<file path="config.mk">
export PLATFORM = sky130hd
export DESIGN_NAME = ps2_host_tx
export DESIGN_NICKNAME = d
export VERILOG_FILES = /design/src/rtl/ps2_host_tx.sv
export SDC_FILE = /design/constraint.sdc
export NUM_CORES = 1
export LEC_CHECK = 0
export CORE_MARGIN = 8
export CORE_UTILIZATION = 30
export DETAILED_ROUTE_END_ITERATION = 8
export DONT_BUFFER_PORTS = 1
export GPL_TIMING_DRIVEN = 0
export PLACE_DENSITY = 0.46
export SLEW_MARGIN = 20
export SYNTH_ARGS = -nofsm -noshare
export SYNTH_HDL_FRONTEND = slang
export SYNTH_SLANG_ARGS = --single-unit
</file>
<file path="constraint.sdc">
create_clock -name clk -period 5.3 [get_ports clk]
set_input_delay 0.53 -clock clk [delete_from_list [all_inputs] [get_ports clk]]
set_output_delay 0.53 -clock clk [all_outputs]
set_load 0.03 [all_outputs]
</file>
<file path="src/rtl/ps2_host_tx.sv">
// Host-to-device PS/2 transmitter: inhibit/request-to-send, shifts one command byte on
// device clock falls, checks the device ACK and aborts if the device stops clocking.
module ps2_host_tx #(
  parameter int INHIBIT_CYCLES = 5000,
  parameter int TIMEOUT_CYCLES = 750000,
  parameter int FILTER_LEN     = 4
) (
  input  logic       clk,
  input  logic       rst_n,
  input  logic [7:0] tx_data,
  input  logic       tx_valid,
  output logic       tx_ready,
  input  logic       ps2_clk_in,
  input  logic       ps2_data_in,
  output logic       ps2_clk_oe,
  output logic       ps2_data_oe,
  output logic       busy,
  output logic       tx_done,
  output logic       tx_error
);

  localparam int CNT_MAX = (INHIBIT_CYCLES > TIMEOUT_CYCLES) ? INHIBIT_CYCLES : TIMEOUT_CYCLES;
  localparam int CNT_W   = $clog2(CNT_MAX + 1);
  localparam int FLT_W   = $clog2(FILTER_LEN + 1);

  typedef enum logic [2:0] {
    S_IDLE, S_INHIBIT, S_REQ, S_SHIFT, S_ACK, S_WAIT_IDLE
  } state_t;

  state_t             r_state;
  logic               r_clk_s1, r_clk_s2, r_dat_s1, r_dat_s2;
  logic               r_clk_filt, r_clk_filt_d;
  logic [FLT_W-1:0]   r_flt_cnt;
  logic [CNT_W-1:0]   r_cnt;
  logic [9:0]         r_shift;
  logic [3:0]         r_bit;
  logic               r_ack_err;
  logic               w_fall;
  logic               w_timed;
  logic               w_timeout;

  // Stage: pin synchronizers and ps2_clk glitch filter
  always_ff @(posedge clk or negedge rst_n) begin
    if (!rst_n) begin
      r_clk_s1     <= 1'b1;
      r_clk_s2     <= 1'b1;
      r_dat_s1     <= 1'b1;
      r_dat_s2     <= 1'b1;
      r_clk_filt   <= 1'b1;
      r_clk_filt_d <= 1'b1;
      r_flt_cnt    <= '0;
    end else begin
      r_clk_s1     <= ps2_clk_in;
      r_clk_s2     <= r_clk_s1;
      r_dat_s1     <= ps2_data_in;
      r_dat_s2     <= r_dat_s1;
      r_clk_filt_d <= r_clk_filt;
      if (r_clk_s2 == r_clk_filt) begin
        r_flt_cnt <= '0;
      end else if (r_flt_cnt == FLT_W'(FILTER_LEN - 1)) begin
        r_clk_filt <= r_clk_s2;
        r_flt_cnt  <= '0;
      end else begin
        r_flt_cnt <= r_flt_cnt + 1'b1;
      end
    end
  end

  assign w_fall    = r_clk_filt_d & ~r_clk_filt;
  assign w_timed   = (r_state == S_REQ) || (r_state == S_SHIFT) ||
                     (r_state == S_ACK) || (r_state == S_WAIT_IDLE);
  assign w_timeout = (r_cnt == CNT_W'(TIMEOUT_CYCLES - 1));

  // Stage: transfer FSM with registered pin drives and status
  always_ff @(posedge clk or negedge rst_n) begin
    if (!rst_n) begin
      r_state     <= S_IDLE;
      r_cnt       <= '0;
      r_shift     <= '0;
      r_bit       <= '0;
      r_ack_err   <= 1'b0;
      tx_ready    <= 1'b1;
      ps2_clk_oe  <= 1'b0;
      ps2_data_oe <= 1'b0;
      busy        <= 1'b0;
      tx_done     <= 1'b0;
      tx_error    <= 1'b0;
    end else begin
      tx_done  <= 1'b0;
      tx_error <= 1'b0;
      if (w_timed && w_timeout) begin
        ps2_clk_oe  <= 1'b0;
        ps2_data_oe <= 1'b0;
        tx_done     <= 1'b1;
        tx_error    <= 1'b1;
        busy        <= 1'b0;
        tx_ready    <= 1'b1;
        r_cnt       <= '0;
        r_bit       <= '0;
        r_state     <= S_IDLE;
      end else begin
        // Device clock activity keeps the watchdog from expiring.
        if (w_timed) r_cnt <= w_fall ? '0 : r_cnt + 1'b1;
        case (r_state)
          S_IDLE: begin
            if (tx_valid) begin
              r_shift    <= {1'b1, ~^tx_data, tx_data};
              r_bit      <= '0;
              r_cnt      <= '0;
              busy       <= 1'b1;
              tx_ready   <= 1'b0;
              ps2_clk_oe <= 1'b1;
              r_state    <= S_INHIBIT;
            end
          end
          S_INHIBIT: begin
            if (r_cnt == CNT_W'(INHIBIT_CYCLES - 1)) begin
              ps2_data_oe <= 1'b1;
              r_cnt       <= '0;
              r_state     <= S_REQ;
            end else begin
              r_cnt <= r_cnt + 1'b1;
            end
          end
          S_REQ: begin
            ps2_clk_oe <= 1'b0;
            r_cnt      <= '0;
            r_state    <= S_SHIFT;
          end
          S_SHIFT: begin
            if (w_fall) begin
              ps2_data_oe <= ~r_shift[0];
              r_shift     <= {1'b0, r_shift[9:1]};
              if (r_bit == 4'd9) begin
                r_bit   <= '0;
                r_state <= S_ACK;
              end else begin
                r_bit <= r_bit + 1'b1;
              end
            end
          end
          S_ACK: begin
            if (w_fall) begin
              r_ack_err <= r_dat_s2;
              r_state   <= S_WAIT_IDLE;
            end
          end
          S_WAIT_IDLE: begin
            if (r_clk_s2 && r_dat_s2) begin
              tx_done  <= 1'b1;
              tx_error <= r_ack_err;
              busy     <= 1'b0;
              tx_ready <= 1'b1;
              r_cnt    <= '0;
              r_state  <= S_IDLE;
            end
          end
          default: r_state <= S_IDLE;
        endcase
      end
    end
  end

endmodule

</file>
# Word level (Yosys, flattened, before mapping)

Index checks and enable logic that the tools add are counted.

Reduce and logical (&&, ||, !) cells: 20
Add/subtract/negate cells: 3
Eq/ne operators: 18
Bitwise gates (word level): 5
Mux-type cells: 45

Operators by type and width:

| operator                                                                 | count |
|---|---|
| 20-bit two-way mux                                                       | 6 |
| 20-bit case mux with 4 select lines                                      | 1 |
| 3-bit two-way mux                                                        | 9 |
| 20-bit by 1-bit adder with 20-bit output (second input constant)         | 1 |
| 20-bit by 13-bit equality test with 1-bit output (second input constant) | 1 |
| 20-bit equality test (second input constant)                             | 1 |
| 10-bit two-way mux                                                       | 2 |
| 10-bit case mux with 2 select lines                                      | 1 |
| 3-bit case mux with 6 select lines                                       | 1 |
| 1-bit two-way mux                                                        | 16 |
| 4-bit two-way mux                                                        | 4 |
| 3-bit AND reduction                                                      | 4 |
| 3-bit nonzero test                                                       | 4 |
| 3-bit by 2-bit equality test with 1-bit output (second input constant)   | 3 |
| 1-bit case mux with 2 select lines                                       | 4 |
| 4-bit case mux with 2 select lines                                       | 1 |
| 8-bit XNOR reduction                                                     | 1 |
| 3-bit equality test (second input constant)                              | 2 |
| 3-bit by 1-bit != test with 1-bit output (second input constant)         | 2 |
| 3-bit by 2-bit != test with 1-bit output (second input constant)         | 2 |
| 3-bit != test (second input constant)                                    | 2 |
| 6-bit AND reduction                                                      | 1 |
| 4-bit by 1-bit adder with 4-bit output (second input constant)           | 1 |
| 4-bit equality test (second input constant)                              | 1 |
| 12 further kinds                                                         | 20 |

Word-level logic and storage cells: 109
Bits of input ports: 13
Register bits: 53
Output and inout bits: 6

# Logic depth before layout (Yosys ltp)

Gate-level depths: netlist of the first run.

Depth in word-level cells: 8
Gate-level depth with buffers: 8

# Worst setup path before layout of the first run

Ideal clock, no wire load.

Path type: register to register
From: register r_cnt[0]
To: register r_ack_err
Slack: 3.353 ns
Stages on the path, launching flop included: 8
Arrival: 1.822 ns
Setup time: 0.125 ns
Path through: dfrtp_1 ha_1 and4bb_2 nand4_1 nor4_4 buf_6 nor2_1 mux2_4

Word-level cells in the longest chain between the ends: 4

Ends and longest elaborated chain:

| what                                 | RTL line | source |
|---|---|---|
| start, declared                      | 34       | `logic [CNT_W-1:0] r_cnt;` |
| start signal, assigned               | 103      | `if (w_timed) r_cnt <= w_fall ? '0 : r_cnt + 1'b1;` |
| start signal, assigned               | 122      | `r_cnt <= r_cnt + 1'b1;` |
| 20-bit equality test                 | 72       | `assign w_timeout = (r_cnt == CNT_W'(TIMEOUT_CYCLES - 1));` |
| 1-bit logical AND                    | 91       | `if (w_timed && w_timeout) begin` |
| 1-bit inverter (no source line)      | -        |  |
| 3-bit AND reduction (no source line) | -        |  |
| end signal, assigned                 | 144      | `r_ack_err <= r_dat_s2;` |
| end, declared                        | 37       | `logic r_ack_err;` |

Every way passes these cells.
A chain may end at the register's enable or synchronous reset.

# Worst setup path in the final report of the first run

From: register r_cnt[0]
To: register r_cnt[7]

Word-level cells in the longest chain between the ends: 6
Elaborated cells between the ends (all ways): 11
Classes of those cells: 1 x add/sub; 2 x eq/ne; 7 x mux; 1 x reduce/logical

Ends and longest elaborated chain:

| what                                     | RTL line | source |
|---|---|---|
| 20-bit by 1-bit adder with 20-bit output | 103, 122 |  |
| 20-bit two-way mux (2 in a row)          | 103      |  |
| 20-bit two-way mux (on tied branches)    | 149, 106 |  |
| 20-bit case mux with 4 select lines      | 104      | `case (r_state)` |
| 20-bit two-way mux *                     | 91       |  |

Every way passes the cells marked *; elsewhere a longest branch is shown, timed or not.

==> flow_metrics.env, run 1 <==
export IMPL_grt_pass1_wl_um=11800
export IMPL_antenna_found_initial=0
export IMPL_synthArstFlopShare_pct=100
export IMPL_netlist_area_sq_um=2900
export IMPL_ir_drop_mv=0.291
export IMPL_crit_fanout=10
export IMPL_outcome="completed"
export IMPL_fin_tns_setup_ns=0
export IMPL_cts_sinks=53
export IMPL_critPathKind="reg -> reg"
export IMPL_hold_viol_final=0
export IMPL_dieArea_sq_um=13100
export IMPL_start_kind="register"
export IMPL_fillers=999
export IMPL_core_area_sq_um=9590
export IMPL_grt_start_max_net_pins=47
export IMPL_synth_compound_area_share_pct=19.0
export IMPL_netlist_instances=310
export IMPL_synth_distinct_cells=57
export IMPL_grt_pass1_vias=2335
export IMPL_synth_ff_type="dfrtp_1"
export IMPL_synthSimpleGateAreaFrac_pct=20.6
export IMPL_wl_um=6880
export IMPL_drive_above_1_share_pct=11.9
export IMPL_gr_total_overflow=0
export IMPL_finalClockSkew_ns=0.0130
export IMPL_initialDrtViolationCount=80
export IMPL_final_core_util_pct=33.5
export IMPL_chipWidth_um=114
export IMPL_cp_required_ns=5.45
export IMPL_rsz0062_at_grt="false"
export IMPL_io_buffer_count=0
export IMPL_fmax_mhz=438
export IMPL_fin_crit_ns=2.28
export IMPL_drv_slew=0
export IMPL_numCtsBuffers=5
export IMPL_ant_nets=0
export IMPL_synth_top_family_by_area="simple AND/OR/NAND/NOR gates"
export IMPL_tritoncts="yes"
export IMPL_arrival_ns=2.43
export IMPL_syn_to_final_growth_pct=10.5
export IMPL_maxCapViolations=0
export IMPL_slowest_stage="nor4_4"
export IMPL_cpPeakStageDelay_ns=0.48
export IMPL_io_pins=19
export IMPL_hold_class="in -> async"
export IMPL_diodes=0
export IMPL_period_share_pct=43.1
export IMPL_synth_xor_area_share_pct=3.58
export IMPL_muxShareOfSynthArea_pct=4.70
export IMPL_routedWlPerCell_um=15.2
export IMPL_cts_max_level=2
export IMPL_viasPerCell=5.06
export IMPL_synth_fa_ha_area_share_pct=1.72
export IMPL_row_count=36
export IMPL_synth_edf_count=0
export IMPL_cellPowerDensity_nw_per_um2=478
export IMPL_track_usage_pct=11.3
export IMPL_place_congestion=0.759
export IMPL_clock_latency_ns=0.32
export IMPL_path_delay_family="simple AND/OR/NAND/NOR gates"
export IMPL_cp_end_kind="register"
export IMPL_dr_pass1_iters=4
export IMPL_worst_r2r_setup_slack_ns=3.02
export IMPL_setup_violations=0
export IMPL_root_buffer="clkbuf_8"
export IMPL_synth_seq_area_share_pct=46.0
export IMPL_worstPathCellList="ha_1 -> and4bb_2 -> nand4_1 -> nor4_4 -> o21ai_4 -> buf_6 -> a21oi_1 -> a31oi_1"
export IMPL_synth_nets=327
export IMPL_num_vias=2288
export IMPL_post_dp_hpwl_um=4660
export IMPL_slew_headroom_pct=27.7
export IMPL_clock_path_buffers=2
export IMPL_start_util_pct=30.3
export IMPL_drc=0
export IMPL_fp_dieH_um=114
export IMPL_nets=335
export IMPL_leakage_uw=0.00132
export IMPL_path_buf_inv=1
export IMPL_synth_seq_cells=53
export IMPL_ys_warn_count=0
export IMPL_worst_pin_slew_ns=1.09
export IMPL_clk_pin_slew_ns=0.11
export IMPL_avgSynthCellArea_sq_um=9.37
[worst reg2reg max path, delay by kind of cell (launching register included)]
kind | cells | cell delay, ns
simple gates | 3 | 0.89
flops | 1 | 0.42
compound gates | 3 | 0.36
fa+ha+maj | 1 | 0.26
buf+inv | 1 | 0.20
[kinds of logic after synthesis]
kind of cell	Yosys count
AND/OR/NAND/NOR	117
flip-flops	53
XOR/XNOR	11
buffers and inverters	24
AO/OA/AOI/OAI	88
adder cells (fa/ha/maj)	4
multiplexers	13
[metal layers]
metal  global-route usage [%]  wire length, um  vias to the layer above
met3                     3.11              355                        8
met1                     14.7             3320                     1115
li1                         -                -                     1126
met2                     17.6             3120                       39
met4                     3.19               82                        0
met5                        0                0                        -
[registers in the layout, indices dropped and copies added, names as in the netlist]
| signal | cells |
|---|---|
| r_cnt | 20 |
| r_shift | 10 |
| r_bit | 4 |
| r_flt_cnt | 3 |
| r_state | 3 |
| busy | 1 |
| ps2_clk_oe | 1 |
| ps2_data_oe | 1 |
| r_ack_err | 1 |
| r_clk_filt | 1 |
| r_clk_filt_d | 1 |
| r_clk_s1 | 1 |
| r_clk_s2 | 1 |
| r_dat_s1 | 1 |
| r_dat_s2 | 1 |
| tx_done | 1 |
| tx_error | 1 |
| tx_ready | 1 |
[Yosys cell counts (6+ instances only)]
master	count	area [sq um]
a21oi_1	30	150
a31oi_1	10	62.6
clkbuf_1	6	22.5
dfrtp_1	46	1150
dfstp_2	7	184
inv_1	7	26.3
mux2i_1	11	110
nand2_1	27	101
nand3_1	6	30.0
nand4_1	9	56.3
nor2_1	40	150
nor3_1	6	30.0
o21ai_0	17	85.1
xnor2_1	9	78.8
[path summary, 6_finish.rpt]
kind                              from  cells past startpoint         to
hold / removal                   rst_n                      0   tx_ready
setup reg to reg              r_cnt[0]                      8   r_cnt[7]
hold reg to reg               r_clk_s1                      0   r_clk_s2
min in group clk           ps2_data_in                      0   r_dat_s1
max in group asynchronous        rst_n                      1  r_ack_err
setup / recovery              r_cnt[0]                      8   r_cnt[7]
[through the flow]
stage	hold slack, ns	cells	power (uW)	cell area, sq um	setup WS (ns)
3_3_place_gp	0.238	443	1250	3070	2.99
6_report	0.0451	452	1530	3210	3.02
2_1_floorplan	0.234	310	1090	2900	3.35
5_1_grt	0.0208	452	1660	3210	2.78
4_1_cts	0.0322	452	1560	3210	2.99
3_5_place_dp	0.238	443	1250	3070	2.99
[cell usage in the layout, fill, tap and decap left out, types with 9 or more instances in the layout]
master / netlist / layout
a31oi_1: 10 / 10
a21oi_1: 30 / 30
nand4_1: 9 / 9
xnor2_1: 9 / 9
o21ai_0: 17 / 17
nand2_1: 27 / 27
dfrtp_1: 46 / 46
nor2_1: 40 / 40
mux2i_1: 11 / 11
[what timing repair did]
action	4_1_cts	5_1_grt
setup endpoints to repair	0	0
buffers inserted	0	0
resized for setup	0	0
hold endpoints to repair	46	0
hold buffers	1	0
[cell type report]
| cell class | count | area [sq um] | area share [%] |
|---|---|---|---|
| buffer | 17 | 103 | 3.20 |
| inverter | 7 | 26.3 | 0.819 |
| clock inverter | 2 | 38.8 | 1.21 |
| clock buffer | 6 | 72.6 | 2.26 |
| multi-input combinational | 233 | 1440 | 44.9 |
| timing repair buffer | 1 | 27.5 | 0.858 |
| tap | 133 | 166 | 5.19 |
| sequential | 53 | 1340 | 41.6 |
[where the power goes]
group | total, uW | leakage, uW | switching, uW | internal (uW)
combinational | 643 | 0.000603 | 391 | 252
clock | 283 | 0.0000558 | 140 | 143
sequential | 607 | 0.000665 | 97.1 | 510
total | 1530 | 0.00132 | 628 | 905
Power figures use the tool's default switching activity.
==> run 2: changes to the inputs <==
- clock period: 5.3 -> 2.3 ns (I/O delays scaled with it)
==> flow_metrics.env, run 2 (synthesized netlist as in run 1, its figures left out) <==
export IMPL_period_share_pct=94.9
export IMPL_grt_start_max_net_pins=54
export IMPL_cellPowerDensity_nw_per_um2=1090
export IMPL_outcome="completed"
export IMPL_track_usage_pct=11.2
export IMPL_regMostFlops="r_cnt"
export IMPL_worst_pin_slew_ns=0.630
export IMPL_grtUsageMet3_pct=3.11
export IMPL_fmax_mhz=458
export IMPL_dieArea_sq_um=13100
export IMPL_post_dp_hpwl_um=4660
export IMPL_fillers=995
export IMPL_start_kind="register"
export IMPL_io_buffer_count=0
export IMPL_whs_ns=0.119
export IMPL_tritoncts="yes"
export IMPL_num_vias=2298
export IMPL_setup_violations=0
export IMPL_final_core_util_pct=34.0
export IMPL_critPathKind="reg -> reg"
export IMPL_crit_start="r_cnt[0]"
export IMPL_grt_pass1_wl_um=11700
export IMPL_fp_dieH_um=114
export IMPL_reg2reg_from="r_cnt[0]"
export IMPL_place_congestion=0.759
export IMPL_arrival_ns=2.36
export IMPL_ant_nets=0
export IMPL_leakage_uw=0.00134
export IMPL_dr_pass1_iters=4
export IMPL_seq_area_sq_um=1340
export IMPL_core_area_sq_um=9590
export IMPL_nets=339
export IMPL_largest_register_ff_count=20
export IMPL_gr_usage_met2_pct=17.7
export IMPL_hold_viol_final=0
export IMPL_final_cell_mix="dfrtp_1 (46), nor2_1 (40), a21oi_1 (30)"
export IMPL_cts_sinks=53
export IMPL_diodes=0
export IMPL_ir_drop_mv=0.673
export IMPL_final_common_cell="dfrtp_1"
export IMPL_fin_crit_ns=2.18
export IMPL_cts_max_level=2
export IMPL_min_from="tx_data[1]"
export IMPL_numCtsBuffers=5
export IMPL_clk_pin_slew_ns=0.11
export IMPL_multiInputGateArea_sq_um=1450
export IMPL_drc=0
export IMPL_antenna_found_initial=0
export IMPL_grt_use_met1_pct=14.5
export IMPL_reg_top3="r_cnt (20), r_shift (10), r_bit (4)"
export IMPL_wl_um=6840
export IMPL_routedWlPerCell_um=15.0
export IMPL_placed_area_sq_um=3070
export IMPL_fin_tns_setup_ns=0
export IMPL_cp_required_ns=2.48
export IMPL_start_util_pct=30.3
export IMPL_crit_fanout=10
export IMPL_syn_to_final_growth_pct=12.4
export IMPL_slew_headroom_pct=57.4
export IMPL_gr_total_overflow=0
export IMPL_maxCapViolations=0
export IMPL_design_area_sq_um=3260
export IMPL_drv_slew=0
export IMPL_grt_pass1_vias=2341
export IMPL_root_buffer="clkbuf_8"
export IMPL_row_count=36
export IMPL_hold_class="in -> reg"
export IMPL_grt_busiest_layer="met2"
export IMPL_drive_above_1_share_pct=13.3
export IMPL_initialDrtViolationCount=110
export IMPL_cp_end_kind="register"
export IMPL_clock_latency_ns=0.32
export IMPL_viasPerCell=5.04
export IMPL_io_pins=19
export IMPL_chipWidth_um=114
export IMPL_clock_path_buffers=2
export IMPL_finalClockSkew_ns=0.0149
[run 2: cell count changes in the layout (fill, tap and decap cells not counted)]
cell,previous run,this run
a22oi_1,4,3
a22oi_2,0,1
buf_6,4,5
clkbuf_1,7,6
clkbuf_2,2,3
dlygate4sd3_1,0,3
ha_1,4,3
ha_2,0,1
o21ai_1,4,3
o21ai_2,0,1
[run 2: final timing paths]
kind,to,slack (ns),depth (start not counted)
min in group asynchronous,r_shift[1],0.46,2
hold / removal,r_shift[1],0.12,2
max in group asynchronous,r_dat_s1,1.55,2
setup reg to reg,ps2_clk_oe,0.12,8
hold reg to reg,r_clk_s2,0.36,0
setup / recovery,ps2_clk_oe,0.12,8
[run 2: report_power, final]
group	internal, uW	leakage (uW)	switching (uW)	total (uW)
Sequential	1180	0.000665	226	1400
Clock	329	0.0000558	321	651
Combinational	593	0.000624	913	1510
Total	2100	0.00134	1460	3560
[run 2: layout make-up]
class | instances | area share, %
Buffer | 17 | 3.18
Tap cell | 133 | 5.10
Multi-Input combinational cell | 233 | 44.5
Inverter | 7 | 0.805
Timing Repair Buffer | 5 | 2.11
Clock buffer | 6 | 2.22
Clock inverter | 2 | 1.19
Sequential cell | 53 | 40.9
[run 2: layer usage]
metal	wire length, um	part of all wire (%)
met1	3360	49
met2	3070	45
met3	327	4.8
met4	79	1.2
met5	0	0
[run 2: metrics by stage]
stage,total power (uW),setup WS [ns],cells
finish,3560,0.118,456
global route,3840,-0.000586,456
CTS,3590,0.00884,456
detailed placement,2890,-0.00818,443
global placement,2880,-0.0101,443
floorplan,2520,0.353,310
[run 2: timing repair]
action	4_1_cts	5_1_grt
hold endpoints to repair	55	0
setup buffers	1	0
setup endpoints to repair	4	34
pin swaps	1	0
resized for setup	0	6
hold buffers	4	0
[run 2: worst max-delay path, cell delays in order (launching register included)]
cell and delay, ns:
dfrtp_1 0.43, ha_2 0.25, and4bb_2 0.26, nand4_1 0.15, nor4_4 0.29, buf_6 0.18
buf_6 0.16, buf_2 0.26, a211oi_1 0.09
==> run 3: changes to the inputs <==
- MAX_ROUTING_LAYER: default -> met4
==> flow_metrics.env, run 3 (synthesized netlist as in run 1, its figures left out) <==
export IMPL_ir_drop_mv=0.675
export IMPL_finalClockSkew_ns=0.0146
export IMPL_dieArea_sq_um=13100
export IMPL_row_count=36
export IMPL_initialDrtViolationCount=107
export IMPL_multiInputGateArea_sq_um=1450
export IMPL_cts_sinks=53
export IMPL_drv_slew=0
export IMPL_worstPathCellList="ha_2 -> and4bb_2 -> nand4_1 -> nor4_4 -> buf_6 -> buf_6 -> buf_2 -> a211oi_1"
export IMPL_fin_tns_setup_ns=0
export IMPL_dr_pass1_iters=5
export IMPL_cp_end_kind="register"
export IMPL_nets=339
export IMPL_arrival_ns=2.36
export IMPL_io_pins=19
export IMPL_fin_crit_ns=2.18
export IMPL_clk_pin_slew_ns=0.11
export IMPL_grt_pass1_wl_um=11700
export IMPL_post_dp_hpwl_um=4660
export IMPL_slew_headroom_pct=57.1
export IMPL_numCtsBuffers=5
export IMPL_io_buffer_count=0
export IMPL_grt_pass1_vias=2338
export IMPL_num_vias=2287
export IMPL_root_buffer="clkbuf_8"
export IMPL_routedWlPerCell_um=15.0
export IMPL_final_common_cell="dfrtp_1"
export IMPL_period_share_pct=94.7
export IMPL_tritoncts="yes"
export IMPL_crit_fanout=10
export IMPL_clock_path_buffers=2
export IMPL_critPathKind="reg -> reg"
export IMPL_fmax_mhz=459
export IMPL_wl_um=6840
export IMPL_crit_top_cell="buf_6"
export IMPL_clock_latency_ns=0.32
export IMPL_chipWidth_um=114
export IMPL_cp_required_ns=2.48
export IMPL_start_util_pct=30.3
export IMPL_fp_dieH_um=114
export IMPL_antenna_found_initial=0
export IMPL_ant_nets=0
export IMPL_hold_viol_final=0
export IMPL_leakage_uw=0.00134
export IMPL_slowest_stage="dfrtp_1"
export IMPL_grt_start_max_net_pins=54
export IMPL_regMostFlops="r_cnt"
export IMPL_hold_class="in -> reg"
export IMPL_worst_pin_slew_ns=0.635
export IMPL_outcome="completed"
export IMPL_viasPerCell=5.02
export IMPL_maxCapViolations=0
export IMPL_diodes=0
export IMPL_seq_area_sq_um=1340
export IMPL_place_congestion=0.769
export IMPL_gr_total_overflow=0
export IMPL_core_area_sq_um=9590
export IMPL_cellPowerDensity_nw_per_um2=1090
export IMPL_track_usage_pct=11.5
export IMPL_path_delay_family="simple AND/OR/NAND/NOR gates"
export IMPL_largest_register_ff_count=20
export IMPL_drc=0
export IMPL_p_total_uw=3560
export IMPL_final_cell_mix="dfrtp_1 (46), nor2_1 (40), a21oi_1 (30)"
export IMPL_reg_top3="r_cnt (20), r_shift (10), r_bit (4)"
export IMPL_start_kind="register"
export IMPL_cpPeakStageDelay_ns=0.43
export IMPL_fillers=995
export IMPL_drive_above_1_share_pct=13.3
export IMPL_setup_violations=0
export IMPL_path_buf_inv=3
export IMPL_syn_to_final_growth_pct=12.4
export IMPL_cts_max_level=2
run 3: cell counts in the layout (fill, tap and decap cells not counted):
Identical to the previous run, type by type.
run 3: routing by layer:
layer / track usage (%) / part of all wire (%)
met1: 14.7 / 51
met2: 17.7 / 45
met3: 2.74 / 3.3
met4: 3.19 / 0.70
met5: - / 0
run 3: cell type report:
cell class	count	area share [%]
buffer	17	3.18
clock buffer	6	2.22
clock inverter	2	1.19
inverter	7	0.805
multi-input combinational	233	44.5
sequential	53	40.9
tap	133	5.10
timing repair buffer	5	2.11
run 3: final timing paths:
| kind | start | end | slack (ns) | cells after the start |
|---|---|---|---|---|
| setup reg to reg | r_cnt[0] | ps2_clk_oe | 0.12 | 8 |
| hold / removal | tx_data[1] | r_shift[1] | 0.12 | 2 |
| max in group asynchronous | rst_n | r_dat_s1 | 1.55 | 2 |
| hold reg to reg | r_clk_s1 | r_clk_s2 | 0.36 | 0 |
| min in group asynchronous | rst_n | r_cnt[10] | 0.46 | 2 |
| setup / recovery | r_cnt[0] | ps2_clk_oe | 0.12 | 8 |
run 3: timing repair:
item / CTS / global route
endpoints found under the hold margin: 55 / 0
hold buffers: 4 / 0
pin swaps: 1 / 0
buffers inserted: 1 / 0
endpoints found under the setup margin: 4 / 34
gates resized for setup: 0 / 6
run 3: worst register-to-register path, stage by stage, from the launching register on:
cell and delay, ns:
dfrtp_1 0.43, ha_2 0.25, and4bb_2 0.26, nand4_1 0.15, nor4_4 0.29, buf_6 0.18
buf_6 0.16, buf_2 0.26, a211oi_1 0.09
run 3: per-stage QoR:
| step | std cells | worst slack, ns | hold slack [ns] | utilization (%) | instance area [sq um] |
|---|---|---|---|---|---|
| floorplan | 310 | 0.353 | -0.0656 | - | 2900 |
| global placement | 443 | -0.0101 | -0.0624 | 32.0 | 3070 |
| detailed placement | 443 | -0.00818 | -0.0621 | 32.0 | 3070 |
| CTS | 456 | 0.00884 | 0.112 | 33.8 | 3250 |
| global route | 456 | -0.000586 | 0.112 | 34.0 | 3260 |
| finish | 456 | 0.121 | 0.120 | 34.0 | 3260 |
run 3: report_power, final:
| group | leakage [uW] | internal, uW | switching, uW |
|---|---|---|---|
| clock network | 0.0000558 | 330 | 323 |
| registers | 0.000665 | 1180 | 226 |
| logic | 0.000624 | 593 | 911 |
| total | 0.00134 | 2100 | 1460 |
